File: config.mk
export PLATFORM = sky130hd
export DESIGN_NAME = pipe_hazard_unit_flat
export DESIGN_NICKNAME = d
export VERILOG_FILES = /design/src/rtl/pipe_hazard_unit_if.sv /design/src/rtl/pipe_hazard_unit.sv /design/src/flat_wrapper.sv
export SDC_FILE = /design/constraint.sdc
export NUM_CORES = 1
export LEC_CHECK = 0
export BUFFER_PORTS_ARGS = -buffer_cell sky130_fd_sc_hd__buf_2
export CAP_MARGIN = 10
export CORE_UTILIZATION = 49
export DETAILED_ROUTE_END_ITERATION = 10
export HOLD_SLACK_MARGIN = 0.02
export PLACE_DENSITY = 0.74
export SLEW_MARGIN = 5
export SYNTH_ARGS = -nofsm -noshare
export SYNTH_HDL_FRONTEND = slang
export SYNTH_SLANG_ARGS = --single-unit
File: constraint.sdc
create_clock -name clk -period 3.9 [get_ports clk]
set_input_delay 0.195 -clock clk [delete_from_list [all_inputs] [get_ports clk]]
set_output_delay 0.195 -clock clk [all_outputs]
set_load 0.03 [all_outputs]
File: src/rtl/pipe_hazard_unit_if.sv
`default_nettype none
// ============================================================================
// Module      : pipe_hazard_unit_if
// Description : Decode-side request and hazard-control response bundle for
//               pipe_hazard_unit.
//               master = pipeline (drives id_* and ex_br_taken)
//               slave  = hazard unit (drives fwd_sel, stall_*, flush_*,
//                        stall_cnt)
// Ports       : id_valid, id_rs, id_rs_use, id_rd, id_rd_we, id_is_load,
//               ex_br_taken, fwd_sel, stall_if, stall_id, flush_id,
//               flush_ex, stall_cnt
// Revision    : 1.0 - initial release
// ============================================================================
interface pipe_hazard_unit_if #(
    parameter int REGW  = 5,
    parameter int NSRC  = 2,
    parameter int DEPTH = 3,
    parameter int CNTW  = 16
);
    localparam int SELW = $clog2(DEPTH + 1);

    logic                   id_valid;
    logic [NSRC*REGW-1:0]   id_rs;
    logic [NSRC-1:0]        id_rs_use;
    logic [REGW-1:0]        id_rd;
    logic                   id_rd_we;
    logic                   id_is_load;
    logic                   ex_br_taken;

    logic [NSRC*SELW-1:0]   fwd_sel;
    logic                   stall_if;
    logic                   stall_id;
    logic                   flush_id;
    logic                   flush_ex;
    logic [CNTW-1:0]        stall_cnt;

    modport master (
        output id_valid, id_rs, id_rs_use, id_rd, id_rd_we, id_is_load, ex_br_taken,
        input  fwd_sel, stall_if, stall_id, flush_id, flush_ex, stall_cnt
    );

    modport slave (
        input  id_valid, id_rs, id_rs_use, id_rd, id_rd_we, id_is_load, ex_br_taken,
        output fwd_sel, stall_if, stall_id, flush_id, flush_ex, stall_cnt
    );
endinterface
`default_nettype wire

File: src/rtl/pipe_hazard_unit.sv
`default_nettype none
// ============================================================================
// Module      : pipe_hazard_unit
// Description : Scoreboard-based forwarding / load-use / branch-flush
//               controller for an in-order pipeline. Tracks DEPTH
//               post-decode stages (entry 0 = EX ... entry DEPTH-1 = WB).
// Ports       : clk    - pipeline clock, rising edge
//               rst_n  - asynchronous active-low reset
//               hz     - pipe_hazard_unit_if.slave (decode request in,
//                        forward selects / stalls / flushes / counter out)
// Parameters  : LOAD_READY must lie in 1..DEPTH-1.
// Revision    : 1.0 - initial release
// ============================================================================
module pipe_hazard_unit #(
    parameter int REGW       = 5,
    parameter int NSRC       = 2,
    parameter int DEPTH      = 3,
    parameter int LOAD_READY = 2,
    parameter int CNTW       = 16,
    parameter int SELW       = $clog2(DEPTH + 1)
) (
    input  wire logic        clk,
    input  wire logic        rst_n,
    pipe_hazard_unit_if.slave hz
);

    // ------------------------------------------------------------------
    // Scoreboard state
    // ------------------------------------------------------------------
    logic [DEPTH-1:0]   v_q,  v_d;
    logic [DEPTH-1:0]   we_q, we_d;
    logic [DEPTH-1:0]   ld_q, ld_d;
    logic [REGW-1:0]    rd_q [DEPTH];
    logic [REGW-1:0]    rd_d [DEPTH];
    logic [CNTW-1:0]    stall_cnt_q, stall_cnt_d;

    // ------------------------------------------------------------------
    // Per-operand youngest-match search
    // ------------------------------------------------------------------
    logic [SELW-1:0]    w_fwd [NSRC];
    logic [NSRC-1:0]    w_lu;
    logic               w_load_use;
    logic               w_flush;
    logic               w_stall;

    always_comb begin
        for (int i = 0; i < NSRC; i++) begin
            w_fwd[i] = '0;
            w_lu[i]  = 1'b0;
            // Scan oldest to youngest so the lowest matching k is the last
            // assignment and therefore the one that sticks.
            for (int k = DEPTH - 1; k >= 0; k--) begin
                if (hz.id_valid && hz.id_rs_use[i] && v_q[k] && we_q[k] &&
                    (rd_q[k] == hz.id_rs[i*REGW +: REGW]) &&
                    (hz.id_rs[i*REGW +: REGW] != '0)) begin
                    if (!ld_q[k] || (k >= LOAD_READY)) begin
                        w_fwd[i] = SELW'(k + 1);
                        w_lu[i]  = 1'b0;
                    end else begin
                        w_fwd[i] = '0;
                        w_lu[i]  = 1'b1;
                    end
                end
            end
        end
    end

    assign w_load_use = |w_lu;
    assign w_flush    = hz.ex_br_taken;
    // A taken branch makes the decoded instruction wrong-path, so its
    // load-use hazard is irrelevant.
    assign w_stall    = w_load_use && !w_flush;

    // ------------------------------------------------------------------
    // Outputs: forced low while reset is asserted (asynchronously)
    // ------------------------------------------------------------------
    for (genvar gi = 0; gi < NSRC; gi++) begin : g_fwd_pack
        assign hz.fwd_sel[gi*SELW +: SELW] = rst_n ? w_fwd[gi] : '0;
    end

    assign hz.stall_if  = rst_n && w_stall;
    assign hz.stall_id  = rst_n && w_stall;
    assign hz.flush_id  = rst_n && w_flush;
    assign hz.flush_ex  = rst_n && w_flush;
    assign hz.stall_cnt = stall_cnt_q;

    // ------------------------------------------------------------------
    // Next-state: shift the pipe, insert decode or a bubble at entry 0
    // ------------------------------------------------------------------
    always_comb begin
        v_d  = '0;
        we_d = '0;
        ld_d = '0;
        for (int k = 0; k < DEPTH; k++) begin
            rd_d[k] = '0;
        end

        for (int k = 1; k < DEPTH; k++) begin
            v_d[k]  = v_q[k-1];
            we_d[k] = we_q[k-1];
            ld_d[k] = ld_q[k-1];
            rd_d[k] = rd_q[k-1];
        end

        if (!(w_load_use || w_flush)) begin
            v_d[0]  = hz.id_valid;
            we_d[0] = hz.id_rd_we;
            ld_d[0] = hz.id_is_load;
            rd_d[0] = hz.id_rd;
        end

        stall_cnt_d = stall_cnt_q;
        if (w_stall && (stall_cnt_q != {CNTW{1'b1}})) begin
            stall_cnt_d = stall_cnt_q + 1'b1;
        end
    end

    always_ff @(posedge clk or negedge rst_n) begin
        if (!rst_n) begin
            v_q         <= '0;
            we_q        <= '0;
            ld_q        <= '0;
            stall_cnt_q <= '0;
            for (int k = 0; k < DEPTH; k++) begin
                rd_q[k] <= '0;
            end
        end else begin
            v_q         <= v_d;
            we_q        <= we_d;
            ld_q        <= ld_d;
            stall_cnt_q <= stall_cnt_d;
            for (int k = 0; k < DEPTH; k++) begin
                rd_q[k] <= rd_d[k];
            end
        end
    end

endmodule
`default_nettype wire

File: src/flat_wrapper.sv
// flat-port wrapper written by rule: the top's interface ports become plain ports
module pipe_hazard_unit_flat 
#(
    parameter int REGW       = 5,
    parameter int NSRC       = 2,
    parameter int DEPTH      = 3,
    parameter int LOAD_READY = 2,
    parameter int CNTW       = 16,
    parameter int SELW       = $clog2(DEPTH + 1)
)
  (clk, rst_n, hz_id_valid, hz_id_rs, hz_id_rs_use, hz_id_rd, hz_id_rd_we, hz_id_is_load, hz_ex_br_taken, hz_fwd_sel, hz_stall_if, hz_stall_id, hz_flush_id, hz_flush_ex, hz_stall_cnt);
  pipe_hazard_unit_if #(.REGW(REGW), .NSRC(NSRC), .DEPTH(DEPTH), .CNTW(CNTW)) hz_i ();
  input  wire logic clk;
  input  wire logic rst_n;
  input wire logic [$bits(hz_i.id_valid)-1:0] hz_id_valid;
  input wire logic [$bits(hz_i.id_rs)-1:0] hz_id_rs;
  input wire logic [$bits(hz_i.id_rs_use)-1:0] hz_id_rs_use;
  input wire logic [$bits(hz_i.id_rd)-1:0] hz_id_rd;
  input wire logic [$bits(hz_i.id_rd_we)-1:0] hz_id_rd_we;
  input wire logic [$bits(hz_i.id_is_load)-1:0] hz_id_is_load;
  input wire logic [$bits(hz_i.ex_br_taken)-1:0] hz_ex_br_taken;
  output wire logic [$bits(hz_i.fwd_sel)-1:0] hz_fwd_sel;
  output wire logic [$bits(hz_i.stall_if)-1:0] hz_stall_if;
  output wire logic [$bits(hz_i.stall_id)-1:0] hz_stall_id;
  output wire logic [$bits(hz_i.flush_id)-1:0] hz_flush_id;
  output wire logic [$bits(hz_i.flush_ex)-1:0] hz_flush_ex;
  output wire logic [$bits(hz_i.stall_cnt)-1:0] hz_stall_cnt;
  assign hz_i.id_valid = hz_id_valid;
  assign hz_i.id_rs = hz_id_rs;
  assign hz_i.id_rs_use = hz_id_rs_use;
  assign hz_i.id_rd = hz_id_rd;
  assign hz_i.id_rd_we = hz_id_rd_we;
  assign hz_i.id_is_load = hz_id_is_load;
  assign hz_i.ex_br_taken = hz_ex_br_taken;
  assign hz_fwd_sel = hz_i.fwd_sel;
  assign hz_stall_if = hz_i.stall_if;
  assign hz_stall_id = hz_i.stall_id;
  assign hz_flush_id = hz_i.flush_id;
  assign hz_flush_ex = hz_i.flush_ex;
  assign hz_stall_cnt = hz_i.stall_cnt;
  pipe_hazard_unit #(.REGW(REGW), .NSRC(NSRC), .DEPTH(DEPTH), .LOAD_READY(LOAD_READY), .CNTW(CNTW), .SELW(SELW)) u_core (.clk(clk), .rst_n(rst_n), .hz(hz_i));
endmodule
==> After elaboration in Yosys (flattened, before gate mapping) <==
Cells that the tools add are included.
{ "classes": {"addsub": 1, "n_eq_ne": 7, "n_mux": 20, "reduce_logical": 35} }
{ "ops": {"columns": ["op", "count"], "rows": [
  ["5-bit == test", 6],
  ["1-bit logical AND", 30],
  ["2-bit two-way mux", 9],
  ["16-bit by 1-bit adder with 16-bit output (second input constant)", 1],
  ["16-bit != test (second input constant)", 1],
  ["1-bit two-way mux", 10],
  ["5-bit nonzero test", 2],
  ["5-bit two-way mux", 1],
  ["2-bit OR reduction", 1],
  ["1-bit logical NOT", 1],
  ["1-bit logical OR", 1]
]} }
{ "totals": {"ff_bits": 39, "inputBits": 23} }

==> Longest topological paths before layout <==
Gate-level depths: netlist of run 1.
{ "logic_depth": {"depth_word": 10, "mapped_depth": 9, "depth_no_buf": 7} }

==> Worst setup path before layout of run 1 <==
OpenSTA, ideal clock, no wires.
{ "synth_path": {"kind": "input -> output", "start": "input port hz_id_rs[1]", "end": "output port hz_stall_if", "path_stages": 8, "setup_slack_ns": 1.499, "path_buffers": 2, "arrival_ns": 2.206, "path_cell_list": "or4_4 -> o211ai_4 -> nor4_2 -> o22a_1 -> a21oi_4 -> buf_6 -> and2_1 -> buf_4"} }
{ "synth_via": {"elab_chain_cells": 8} }
{ "synth_lines": {"columns": ["element", "line_no", "text"], "rows": [
  ["start: declaration", "flat_wrapper.sv:16", "input wire logic [$bits(hz_i.id_rs)-1:0] hz_id_rs;"],
  ["5-bit == test", "pipe_hazard_unit.sv:54", "(rd_q[k] == hz.id_rs[i*REGW +: REGW]) &&"],
  ["1-bit logical AND", "pipe_hazard_unit.sv:53", "if (hz.id_valid && hz.id_rs_use[i] && v_q[k] && we_q[k] &&"],
  ["1-bit logical AND", "pipe_hazard_unit.sv:54", null],
  ["1-bit two-way mux", "pipe_hazard_unit.sv:53", null],
  ["1-bit two-way mux *", "pipe_hazard_unit.sv:53", null],
  ["2-bit OR reduction *", "pipe_hazard_unit.sv:68", "assign w_load_use = |w_lu;"],
  ["1-bit logical AND *", "pipe_hazard_unit.sv:72", "assign w_stall = w_load_use && !w_flush;"],
  ["1-bit logical AND *", null, null],
  ["end: declaration", "flat_wrapper.sv:23", "output wire logic [$bits(hz_i.stall_if)-1:0] hz_stall_if;"]
]} }
Mark *: on every way between the ends. The rest lies on a longest branch, timed or not.

==> Worst setup path after layout of run 1 <==
{ "layout_path": {"start": "register u_core.rd_q (netlist bit u_core.rd_d[3])", "end": "output port hz_stall_if"} }
{ "layout_via": {"elab_chain_cells": 8} }
{ "layout_lines": {"columns": ["element", "line_no", "text"], "rows": [
  ["start: declaration", "pipe_hazard_unit.sv:33", "logic [REGW-1:0] rd_q [DEPTH];"],
  ["start signal: indexed assignment", "pipe_hazard_unit.sv:133", "rd_q[k] <= rd_d[k];"],
  ["5-bit == test", "pipe_hazard_unit.sv:54", null],
  ["1-bit logical AND", "pipe_hazard_unit.sv:53", null],
  ["1-bit logical AND", "pipe_hazard_unit.sv:54", null],
  ["1-bit two-way mux (2 in series)", "pipe_hazard_unit.sv:53", null],
  ["2-bit OR reduction *", "pipe_hazard_unit.sv:68", null],
  ["1-bit logical AND *", "pipe_hazard_unit.sv:72", null],
  ["1-bit logical AND *", "pipe_hazard_unit.sv:81", "assign hz.stall_if = rst_n && w_stall;"]
]} }
Marked as above.

==> out/metrics.yaml, run 1 <==
final_cell_mix: "buf_2 (46), dfrtp_1 (39), xnor2_1 (29)"
status: "finished clean"
ctsHoldBuffers: 0
maxSlewHeadroom: 0.396
cts.clk_slew.worst_paths_ns: 0.08
cp-end-kind: "output port"
diodes: 0
post-place-ws_ns: 1.38
max_cap_violations: 0
vias: 1471
peakVddDrop_uv: 203
post_cts_buffers: 0
final_common_cell: "buf_2"
setup_ws_ns: 1.05
synth_cells: 179
drcViolationCount: 0
fin_setup_tns_ns: 0
maxSlewViolCount: 0
crit_path_start: "u_core.rd_d[3]$_DFF_PN0_"
ys_seq_area_frac: 0.482
drive_gt1_frac: 0.300
drt.antenna.violating_nets: 0
dr.pass1.iters: 4
ctsLongestPathBuffers: 2
antenna_found_initial: 0
min_period_ns: 2.85
power.leakage_nw: 1.11
die_area_um2: 4390
cp.arrival_ns: 2.66
critPathRequiredTime_ns: 3.70
synth_top_flop_cell: "dfrtp_1"
grt_pass1_vias: 1369
wl_um: 3950
routed_via_density: 5.35
coreArea_um2: 3800
synth_top_cell_area_share: 0.482
cp-start-kind: "register"
gp_congestion: 0.883
grt_max_degree: 46
rr_startpoint: "u_core.rd_d[3]$_DFF_PN0_"
setup_violations: 0
cts.sinks: 39
power.density_nw_per_um2: 370
synth_top_cell_by_area: "dfrtp_1"
rows: 22
drt_iter0_markers: 108
synth_edf_count: 0
synthArstFlopShare: 1.00
critPathCapture: "hz_stall_if"
synth_nets: 203
io_buffers: 46
cts_resized: 0
worst_slew_pin_slew_ns: 0.906
fin_crit_sh: 0.732
cts_tree: "yes"
holdWs_ns: 0.0322
yosysWarnings: 0
finalHoldViolations: 0
cts_root_buf: "clkbuf_8"
dp_hpwl_um: 2980
syn_to_final_growth_pct: 19.0
netlist_area_um2: 2020
fin_skew_ns: 0.00605
r2r_end: "u_core.hz.stall_cnt[14]$_DFFE_PN0P_"
ys_ff_latch: 39
clock_latency_ns: 0.28
grt-ovfl-total: 0
criticalPathCategory: "register to output port"
cp_max_fo: 17
num_io_pins: 47
synth_cell_type_count: 40
final_util: 0.634
ys_top_cells_by_area: "dfrtp_1 (48%), xnor2_1 (13%), xor2_1 (6.1%)"
grt_pass1_wl_um: 6640
wl_per_cell_um: 14.4
syn_avg_cell_area_um2: 11.3
final_nets: 250
start_util: 0.533
r2r_slack_ns: 1.35
r2r_cells: 7
rsz0062_at_grt: "false"
fmax_mhz: 350
die_w_um: 66.3
track_usage: 0.207
fp.dieH_um: 66.3
cts_buffers: 5
cts-htree-levels: 2
hp-class: "input port to async pin"
-- power by group --
group / leakage (nW) / internal [mW] / switching, mW
clock: 0.0654 / 0.256 / 0.133
combinational: 0.527 / 0.0318 / 0.0430
sequential: 0.520 / 0.417 / 0.0108
total: 1.11 / 0.704 / 0.187
-- layer usage --
layer / wire length, um / global-route usage
met1: 1930 / 0.312
met2: 1740 / 0.286
met3: 219 / 0.0483
met4: 61 / 0.0718
met5: 0 / 0
-- synth_stat cells (4+ instances only) --
master / count
and2_1: 12
and3_1: 4
dfrtp_1: 39
nand2_1: 10
nand3_1: 8
nand4_1: 8
nor2_1: 8
nor4_1: 5
o2111a_1: 4
xnor2_1: 29
xor2_1: 14
-- logic make-up (layout without fill, tap and decap cells) --
family          Yosys count  in the layout  share of synthesized area
simple gates             73             73                      0.220
xor+xnor                 43             43                      0.186
flops                    39             39                      0.482
compound gates           15             15                     0.0730
buf+inv                   6             54                     0.0192
mux                       2              2                     0.0130
fa+ha+maj                 1              1                    0.00618
-- stage by stage --
step	instance area [um2]	cells	power (mW)
finish	2410	275	0.891
global route	2410	275	0.932
CTS	2410	275	0.902
detailed placement	2270	267	0.511
global placement	2270	267	0.510
floorplan	2020	179	0.474
-- critical path, cell delays in order, from the launching register on --
cell and delay [ns]:
dfrtp_1 0.41, xor2_1 0.16, nor4_1 0.50, nand3_1 0.20, o22a_1 0.29, a21oi_4 0.42, and2_1 0.20, buf_2 0.20
-- sequential cells by signal (all words and copies together), names as in the netlist --
register,count
u_core.we_q,3
u_core.rd_d,10
u_core.v_q,3
u_core.rd_q,5
u_core.ld_q,2
u_core.hz.stall_cnt,16
-- worst min-delay path by stage --
stage,start,to,slack [ns]
finish,rst_n,u_core.hz.stall_cnt[1]$_DFFE_PN0P_,0.03
global route,rst_n,u_core.hz.stall_cnt[0]$_DFFE_PN0P_,0.1
CTS,rst_n,u_core.v_q[2]$_DFF_PN0_,0.06
detailed placement,u_core.we_q[1]$_DFF_PN0_,u_core.we_q[2]$_DFF_PN0_,0.36
global placement,u_core.v_q[0]$_DFF_PN0_,u_core.v_q[1]$_DFF_PN0_,0.36
floorplan,rst_n,u_core.hz.stall_cnt[0]$_DFFE_PN0P_,-0.10
-- cell type report --
type | instances | area [um2]
Tap cell | 48 | 60.1
Sequential cell | 39 | 976
Fill cell | 311 | 1390
Clock inverter | 2 | 60.1
Clock buffer | 6 | 72.6
Timing Repair Buffer | 46 | 230
Multi-Input combinational cell | 134 | 1010
No activity file was read; power rests on OpenSTA's default activity.
==> inputs of run 2 (changes only) <==
- clock period: 3.9 -> 2.79 ns (I/O delays scaled with it)
==> run 2 against run 1 <==
  * Non-clock buffer count up 10
  * Largest power group unchanged
  * Hold slack better by 0.015 ns
  * First-iteration DRC count down 25%
  * Largest cell class unchanged
  * Design area up 2.1%
  * Register-to-register slack worse by 0.89 ns
  * Highest routed layer unchanged
  * Sequential power up 40%
  * Critical path depth unchanged
  * Clock power up 5%
  * Clock-buffer cell count up 2
  * Via count up 3.3%
==> out/metrics.yaml, run 2 (synthesis results as in run 1) <==
status: "finished clean"
syn_to_final_growth_pct: 21.5
wl_um: 4240
routed_via_density: 5.33
cts-htree-levels: 2
max_cap_violations: 0
holdWs_ns: 0.0468
antenna_found_initial: 0
clock_latency_ns: 0.29
fin_skew_ns: 0.00806
hp-start: "hz_id_rd[1]"
drive_gt1_frac: 0.329
dr.pass1.iters: 4
hold_end: "u_core.rd_d[6]$_DFF_PN0_"
largest_reg_flops: 16
cts_root_buf: "clkbuf_8"
die_area_um2: 4390
cts_buffers: 5
report.power.total_mw: 1.12
coreArea_um2: 3800
power.density_nw_per_um2: 454
rr_startpoint: "u_core.rd_d[3]$_DFF_PN0_"
multi_input_area_um2: 1010
finalInstanceArea_um2: 2460
post-place-ws_ns: 0.365
drt.antenna.violating_nets: 0
fmax_mhz: 408
grt_pass1_wl_um: 6800
rsz0062_at_grt: "false"
drt_iter0_markers: 81
cts.clk_slew.worst_paths_ns: 0.07
r2r_end: "u_core.hz.stall_cnt[14]$_DFFE_PN0P_"
fin_crit_sh: 0.878
maxSlewHeadroom: 0.634
fillerInstances: 311
final_cell_mix: "buf_2 (46), dfrtp_1 (39), xnor2_1 (29)"
hp-class: "input port to register"
finalHoldViolations: 0
setup_ws_ns: 0.341
track_usage: 0.216
num_io_pins: 47
r2r_slack_ns: 0.46
cp-start-kind: "register"
gp_congestion: 0.858
ctsLongestPathBuffers: 2
cp.arrival_ns: 2.31
grt_pass1_vias: 1403
rows: 22
worst_slew_pin_slew_ns: 0.549
seq_area_um2: 976
critPathRequiredTime_ns: 2.65
r2r_cells: 8
cp-end-kind: "output port"
final_nets: 260
final_common_cell: "buf_2"
dp_hpwl_um: 3250
start_util: 0.533
power.leakage_nw: 1.15
wl_per_cell_um: 14.9
cp_max_fo: 8
criticalPathCategory: "register to output port"
setup_violations: 0
fp.dieH_um: 66.3
placed_area_um2: 2290
grt-ovfl-total: 0
min_path_cells: 2
min_period_ns: 2.45
drcViolationCount: 0
peakVddDrop_uv: 309
vias: 1519
grt_max_degree: 27
fin_setup_tns_ns: 0
cts_tree: "yes"
maxSlewViolCount: 0
diodes: 0
cts.sinks: 39
io_buffers: 46
die_w_um: 66.3
run 2: cell count changes in the layout (fill, tap and decap cells not counted), sizes merged:
cell and delta:
clkbuf +2, buf +9, dlygate4sd3 +1, bufinv -2
run 2: where the power goes:
group	leakage, nW	switching, mW	internal (mW)	total [mW]
clock	0.0515	0.182	0.225	0.407
sequential	0.520	0.0161	0.583	0.599
combinational	0.580	0.0625	0.0467	0.109
run 2: layer usage:
layer | GRT usage | part of all wire
met1 | 0.297 | 0.48
met2 | 0.330 | 0.47
met3 | 0.0517 | 0.043
met4 | 0.0798 | 0.015
met5 | 0 | 0
run 2: cell type report:
| cell class | count | share of cell area |
|---|---|---|
| multi-input combinational | 134 | 0.413 |
| sequential | 39 | 0.397 |
| clock buffer | 8 | 0.0407 |
| tap | 48 | 0.0244 |
| timing repair buffer | 56 | 0.125 |
run 2: timing repair:
item,4_1_cts,5_1_grt
setup endpoints to repair,0,2
gates resized for setup,0,1
endpoints found under the hold margin,19,0
setup buffers,0,7
hold buffers,1,0
run 2: worst max path at each step:
stage                              from                                  end  depth (start not counted)
2_1_floorplan  u_core.rd_d[4]$_DFF_PN0_                          hz_stall_if                          8
4_1_cts        u_core.rd_d[3]$_DFF_PN0_                          hz_stall_id                          7
6_report       u_core.rd_d[3]$_DFF_PN0_                          hz_stall_id                          7
5_1_grt        u_core.rd_d[1]$_DFF_PN0_                          hz_stall_id                          7
3_3_place_gp                hz_id_rs[1]  u_core.hz.stall_cnt[14]$_DFFE_PN0P_                          8
3_5_place_dp   u_core.rd_d[3]$_DFF_PN0_  u_core.hz.stall_cnt[14]$_DFFE_PN0P_                          7
run 2: worst max-delay path: stages, from the launching register on:
cell     delay [ns]
dfrtp_1        0.42
xor2_1         0.18
nor4_2         0.35
nand3_1        0.17
o22a_1         0.27
a21oi_4        0.26
and2_1         0.17
buf_2          0.20
run 2: per-stage QoR:
step            util  std cells
2_1_floorplan      -        179
3_3_place_gp   0.603        269
3_5_place_dp   0.603        269
4_1_cts        0.632        278
5_1_grt        0.647        285
6_report       0.647        285
